`config.mk`:
```
export PLATFORM = sky130hd
export DESIGN_NAME = gate_array_acc
export DESIGN_NICKNAME = d
export VERILOG_FILES = /design/src/rtl/gate_pkg.sv /design/src/rtl/gate_reduce.sv /design/src/rtl/gate_array_acc.sv
export SDC_FILE = /design/constraint.sdc
export NUM_CORES = 1
export LEC_CHECK = 0
export CAP_MARGIN = 30
export CORE_ASPECT_RATIO = 0.75
export CORE_MARGIN = 2
export CORE_UTILIZATION = 35
export CTS_CLUSTER_SIZE = 24
export DETAILED_ROUTE_END_ITERATION = 6
export GPL_TIMING_DRIVEN = 0
export PLACE_DENSITY_LB_ADDON = 0.08
export SKIP_CTS_REPAIR_TIMING = 1
export SYNTH_ARGS = -nofsm -noshare
export SYNTH_HDL_FRONTEND = slang
export SYNTH_SLANG_ARGS = --single-unit
```
`constraint.sdc`:
```
create_clock -name clk -period 3.32 [get_ports clk]
set_input_delay 0.664 -clock clk [delete_from_list [all_inputs] [get_ports clk]]
set_output_delay 0.664 -clock clk [all_outputs]
set_load 0.05 [all_outputs]
```
`src/rtl/gate_pkg.sv`:
```
// Shared definitions for the gate-array accumulator: op encoding and FSM state.
// Latency: n/a (types and constants only).
// Backpressure: n/a.
package gate_pkg;

  localparam int OP_W = 3;

  // Ops 6 and 7 are intentionally left unnamed; they are treated as illegal.
  typedef enum logic [OP_W-1:0] {
    OP_OR   = 3'd0,
    OP_AND  = 3'd1,
    OP_XOR  = 3'd2,
    OP_NOR  = 3'd3,
    OP_NAND = 3'd4,
    OP_XNOR = 3'd5
  } op_e;

  typedef enum logic {
    ST_IDLE = 1'b0,
    ST_ACC  = 1'b1
  } state_e;

endpackage

```
`src/rtl/gate_reduce.sv`:
```
// Bitwise NIN-way reduction of packed operands under a selectable logic op.
// Latency: purely combinational.
// Backpressure: none; result follows the inputs.
module gate_reduce
  import gate_pkg::*;
#(
  parameter int WIDTH = 8,
  parameter int NIN   = 4
) (
  input  logic [NIN*WIDTH-1:0] operands,
  input  logic [OP_W-1:0]      op,
  output logic [WIDTH-1:0]     result,
  output logic                 illegal
);

  logic [WIDTH-1:0] or_r;
  logic [WIDTH-1:0] and_r;
  logic [WIDTH-1:0] xor_r;

  // Fold every operand into OR/AND/XOR partials; inverted ops reuse them.
  always_comb begin
    or_r  = '0;
    and_r = '1;
    xor_r = '0;
    for (int k = 0; k < NIN; k++) begin
      or_r  = or_r  | operands[k*WIDTH +: WIDTH];
      and_r = and_r & operands[k*WIDTH +: WIDTH];
      xor_r = xor_r ^ operands[k*WIDTH +: WIDTH];
    end
  end

  // Select the requested op; unknown encodings give zero and raise illegal.
  always_comb begin
    result  = '0;
    illegal = 1'b0;
    case (op)
      OP_OR:   result = or_r;
      OP_AND:  result = and_r;
      OP_XOR:  result = xor_r;
      OP_NOR:  result = ~or_r;
      OP_NAND: result = ~and_r;
      OP_XNOR: result = ~xor_r;
      default: begin
        result  = '0;
        illegal = 1'b1;
      end
    endcase
  end

endmodule

```
`src/rtl/gate_array_acc.sv`:
```
// Reduces each input beat with a logic op and ORs beats of a sequence into one result.
// Latency: 1 cycle from the closing beat's handshake to out_valid.
// Backpressure: in_ready = !out_valid || out_ready; held result is stable until taken.
module gate_array_acc
  import gate_pkg::*;
#(
  parameter int WIDTH = 8,
  parameter int NIN   = 4,
  parameter int CNT_W = 8
) (
  input  logic                 clk,
  input  logic                 rst_n,
  input  logic                 in_valid,
  output logic                 in_ready,
  input  logic [NIN*WIDTH-1:0] in_data,
  input  logic [OP_W-1:0]      op,
  input  logic                 accum,
  input  logic                 in_last,
  output logic                 out_valid,
  input  logic                 out_ready,
  output logic [WIDTH-1:0]     out_data,
  output logic                 out_any,
  output logic [CNT_W-1:0]     out_count,
  output logic                 out_err
);

  state_e           state;
  logic [WIDTH-1:0] acc;
  logic [CNT_W-1:0] cnt;
  logic             err;

  logic [WIDTH-1:0] beat_res;
  logic             beat_ill;
  logic             xfer;
  logic             hold;      // beat continues a sequence without producing output
  logic [CNT_W-1:0] cnt_inc;
  logic [WIDTH-1:0] fold_data;
  logic [CNT_W-1:0] fold_cnt;
  logic             fold_err;

  gate_reduce #(
    .WIDTH (WIDTH),
    .NIN   (NIN)
  ) u_reduce (
    .operands (in_data),
    .op       (op),
    .result   (beat_res),
    .illegal  (beat_ill)
  );

  assign in_ready = !out_valid || out_ready;
  assign xfer     = in_valid && in_ready;
  assign hold     = accum && !in_last;
  assign out_any  = |out_data;

  // Fold the current beat into whatever the sequence has gathered so far.
  always_comb begin
    cnt_inc   = (cnt == {CNT_W{1'b1}}) ? cnt : cnt + CNT_W'(1);
    fold_data = beat_res;
    fold_cnt  = CNT_W'(1);
    fold_err  = beat_ill;
    if (state == ST_ACC) begin
      fold_data = acc | beat_res;
      fold_cnt  = cnt_inc;
      fold_err  = err | beat_ill;
    end
  end

  // Sequence FSM plus output register; a new result may load on the edge the old one leaves.
  always_ff @(posedge clk or negedge rst_n) begin
    if (!rst_n) begin
      state     <= ST_IDLE;
      acc       <= '0;
      cnt       <= '0;
      err       <= 1'b0;
      out_valid <= 1'b0;
      out_data  <= '0;
      out_count <= '0;
      out_err   <= 1'b0;
    end else begin
      if (out_valid && out_ready) begin
        out_valid <= 1'b0;
      end
      if (xfer) begin
        if (hold) begin
          acc   <= fold_data;
          cnt   <= fold_cnt;
          err   <= fold_err;
          state <= ST_ACC;
        end else begin
          out_valid <= 1'b1;
          out_data  <= fold_data;
          out_count <= fold_cnt;
          out_err   <= fold_err;
          acc       <= '0;
          cnt       <= '0;
          err       <= 1'b0;
          state     <= ST_IDLE;
        end
      end
    end
  end

endmodule
```
# Yosys cells after proc, flatten, opt, wreduce, memory -nomap -nowiden
# Index checks and enable logic that the tools add are counted.
[totals]
input_bits = 41
out_inout_bits = 20
regBits = 36
wordCells = 53
[classes]
n_reduce_logical = 10
add_sub_neg = 1
bitwise = 15
eq_ne = 6
n_mux = 13
[ops]
columns = ["cell", "n"]
rows = [
  ["$pmux 8 s6", 1],
  ["$mux 8", 5],
  ["$or 8x8->8", 4],
  ["$and 8x8->8", 3],
  ["$not 8->8", 3],
  ["$xor 8x8->8", 3],
  ["$add 8x1->8 const B", 1],
  ["$eq 8x8->1 const B", 1],
  ["$reduce_or 8->1", 1],
  ["$mux 1", 7],
  ["$eq 3x2->1 const B", 2],
  ["$eq 3x3->1 const B", 2],
  ["$reduce_or 6->1", 1],
  ["$eq 3x1->1 const B", 1],
  ["$logic_and 1x1->1", 3],
  ["$logic_not 3->1", 1],
  ["$logic_not 1->1", 2],
  ["$reduce_and 2->1", 1],
  ["$logic_or 1x1->1", 1],
  ["$not 1->1", 1],
  ["$or 1x1->1", 1],
]

# Longest topological paths before layout
[logic_depth]
depth_word = 8
ltp_mapped = 6
depth_no_buf = 6

# Hierarchy
# Synthesis repeated with hierarchy kept, for this count alone.
[hier_totals]
hier_cells = 315
area_unflattened_um2 = 2675.1
[by_module_without_submodules]
columns = ["module", "seq_area_each_um2", "cells_each", "instances", "area_per_inst_um2"]
rows = [
  ["gate_array_acc", 900.9, 162, 1, 1621.6],
  ["gate_reduce", 0.0, 153, 1, 1053.5],
]

# Least setup slack after synthesis
# Ideal clock, no wire load.
[synth_path]
path_kind = "input to register"
from = "input port in_data[3]"
to = "register out_data[3]"
path_buffers = 0
arrival_ns = 1.811
path_stages = 6
path_slack_ns = 1.371
t_required_ns = 3.182
setup_time_ns = 0.138
cell_sequence = "inv_1 -> ha_1 -> xor3_1 -> nor2b_1 -> a2111oi_2 -> a21oi_1"
[synth_via]
elab_chain_cells = 7
word_cells_on_any_way = 15
classes_between = "mux: 2; bitwise: 13"
[synth_rtl]
columns = ["element", "line_no", "source"]
rows = [
  ["from (decl)", "gate_array_acc.sv:15", "input logic [NIN*WIDTH-1:0] in_data,"],
  ["$xor 8x8->8 (tied with other cells) (3 in a row)", "gate_reduce.sv:28", "xor_r = xor_r ^ operands[k*WIDTH +: WIDTH];"],
  ["$not 8->8, on equally long branches", "gate_reduce.sv:42, gate_reduce.sv:40, gate_reduce.sv:41", ""],
  ["$pmux 8 s6 (*)", "gate_reduce.sv:36", "case (op)"],
  ["$or 8x8->8", "gate_array_acc.sv:63", "fold_data = acc | beat_res;"],
  ["$mux 8 (*)", "gate_array_acc.sv:62", "if (state == ST_ACC) begin"],
  ["to (signal assigned)", "gate_array_acc.sv:92", "out_data <= fold_data;"],
  ["to (decl)", "gate_array_acc.sv:21", "output logic [WIDTH-1:0] out_data,"],
]
# Mark *: on every way between the ends. The rest lies on a longest branch, timed or not.
# A chain may end at the register's enable or synchronous reset.

# Worst setup path after layout
[layout_path]
from = "input port out_ready"
to = "output port in_ready"
[layout_via]
elab_chain_cells = 1
[layout_rtl]
columns = ["element", "line_no", "source"]
rows = [
  ["from (decl)", "gate_array_acc.sv:20", "input logic out_ready,"],
  ["$logic_or 1x1->1", "gate_array_acc.sv:51", "assign in_ready = !out_valid || out_ready;"],
  ["to (decl)", "gate_array_acc.sv:14", "output logic in_ready,"],
]
# Every way passes these cells.

==> results.yml <==
outcome:
  status: "finished clean"
clock_tree:
  max-clock-path-buffers: 2
  worstSkewPairLatency_ps: 290
  cts_tree: "built"
  root_buffer: "clkbuf_8"
  cts_inserted_buffers: 5
  clock_sinks: 36
  htree_num_levels: 2
  clkTransAtPathRegs_ps: 80
setup_path:
  cp-start-kind: "input pin"
  crit_path_cell_trace: "clkdlybuf4s50_1 > nor2b_4 > inv_1 > clkdlybuf4s50_1"
  worstSetupStartpoint: "out_ready"
  cp_max_fo: 6
  critPathKind: "in2out"
  crit_top_cell: "clkdlybuf4s50_1"
  cp.required_ps: 2660
  crit_slowest_cell: "clkdlybuf4s50_1"
  crit_path_max_incr_delay_ps: 830
  endpoint_kind: "output port"
  cp.arrival_ps: 2220
  r2r_start: "cnt[0]"
  rr_worst_depth: 5
timing:
  maxSlewViolCount: 0
  skew_ps: 11.0
  worstMarginPinSlew_ps: 832
  worst_slack_ps: 434
  finalCritPeriodShare: 0.869
  slew_headroom: 0.445
  rsz0062_at_grt: "false"
  min_period_ps: 2890
  setup_viol: 0
  hold_viol_final: 0
  tns_ps: 0
  max_freq_mhz: 346
die:
  die_w_microns: 104
  die_h_microns: 79.1
  floorplan.initialDensity: 0.360
  rows: 27
  fp.dieArea_sq_mm: 0.00823
  coreArea_sq_mm: 0.00730
  io_pins: 61
final_layout:
  final_area_sq_mm: 0.00346
  fill_cells: 719
  diodes: 0
  mostFrequentLayoutCells: "clkdlybuf4s50_1, dfrtp_1, mux2i_1"
  layout_commonest_cell: "clkdlybuf4s50_1"
  final_nets: 398
  drive_gt1_frac: 0.0821
  area_growth_pct: 31.7
pwr:
  pwr-share-seq: 0.378
  p_sw_frac: 0.344
  p_clk_frac: 0.285
  switching_power_mw: 0.474
  p_total_mw: 1.38
  comb_power_share: 0.338
  p_per_area_mw_per_mm2: 397
  ir_drop_mv: 0.243
  internal_power_mw: 0.902
  leakagePower_nw: 1.56
grt:
  overflow: 0
  grt_use_total: 0.178
  grt_pass1_vias: 2182
  grt_pass1_wl_mm: 11.5
  grt_max_degree: 37
  antenna_found_initial: 0
detailed_routing:
  drc: 0
  first_pass_iters: 4
  drt-total-wl_mm: 7.02
  drt_iter0_markers: 125
  vias: 2311
  antenna_left: 0
  wl_per_cell_microns: 15.9
  via_per_inst: 5.23
yosys:
  synthesis.nets: 331
  synth.cell_area_sq_mm: 0.00263
  syn_inst: 273
  ys_seq_area_frac: 0.343
  synth_cell_types: 47
  synth-edff-count: 0
  syn_avg_cell_area_sq_um: 9.63
  synth.ff_latch_count: 36
  async_flop_share: 1.00
  yosys_warnings: 0
  synth_ff_type: "dfrtp_1"
placed_design:
  numPortBuffers: 60
  gp_congestion: 0.831
  hpwl_mm: 5.15
  place_ws_ps: 438
  placed_area_sq_mm: 0.00335
job:
  cap_violations: 0
min_path:
  hp-class: "in2async"
[cells by family (layout without fill, tap and decap cells)]
logic type                 after synthesis  count (layout)  synth area share
adders and majority gates               17              17            0.0809
buffers and inverters                   33             101            0.0524
xor gates and xnor gates                10              10            0.0757
DFF                                     36              36             0.343
muxes                                   22              22            0.0838
and+or+nand+nor                         82              82             0.178
AOI/OAI and AO/OA                       73              73             0.186
[power by group through the flow]
stage                     registers, mW  clock network (mW)  logic, mW
after CTS                         0.519               0.397      0.469
after global placement            0.527                   0      0.465
after global routing              0.526               0.421      0.501
after floorplan                   0.618                   0      0.189
after detailed placement          0.527                   0      0.466
final                             0.519               0.392      0.464
[worst max-delay path, delay by kind of cell]
family / cells / cell delay (ps)
buf+inv: 3 / 1490
simple gates: 1 / 60
[per-layer routing]
metal | vias to the layer above | track usage | share of wire
met1 | 1094 | 0.276 | 0.53
met5 | - | 0 | 0
met4 | 0 | 0.0365 | 0.0036
met2 | 72 | 0.253 | 0.40
li1 | 1141 | - | -
met3 | 4 | 0.0361 | 0.067
[Yosys cell counts, types with 3 or more instances]
master,number,area [sq um]
dfrtp_1,36,901
mux2i_1,22,220
inv_1,21,78.8
a21oi_1,19,95.1
nand2_1,18,67.6
ha_1,17,213
nand3_1,14,70.1
nor2_1,14,52.6
o21ai_0,11,55.1
o21ai_1,10,50.1
a32oi_1,8,70.1
buf_2,8,40.0
nor3b_1,8,60.1
xnor3_1,7,158
a31oi_1,5,31.3
nor2b_1,5,31.3
a2111oi_2,4,60.1
a211oi_1,4,30.0
nand2b_1,4,25.0
clkbuf_1,3,11.3
[metrics by stage]
step	hold WS [ps]	instances	utilization
floorplan	368	273	-
CTS	478	442	0.474
detailed placement	459	434	0.459
finish	468	442	0.474
global placement	458	434	0.460
global route	515	442	0.474
[sequential cells by signal, summed over array words and instances, names as in the netlist]
name       flops
out_count      8
out_err        1
err            1
state          1
out_data       8
acc            8
out_valid      1
cnt            8
[path summary, 6_finish.rpt]
check	end	slack [ps]
hold / removal	out_count[0]	470
max in group asynchronous	out_data[1]	2320
hold reg to reg	out_count[4]	470
min in group clk	out_count[4]	470
setup reg to reg	out_count[2]	1640
setup / recovery	in_ready	430
[area by class of cell]
type / instances / area (sq um) / share of cell area
multi-input cells: 204 / 1590 / 0.459
flip-flops and latches: 36 / 901 / 0.260
repair buffers: 60 / 596 / 0.172
well taps: 101 / 126 / 0.0365
inverters: 21 / 78.8 / 0.0228
clock buffers: 5 / 68.8 / 0.0199
plain buffers: 12 / 58.8 / 0.0170
clock inverters: 3 / 42.5 / 0.0123
Note: power is estimated with default switching activity, not from simulation.
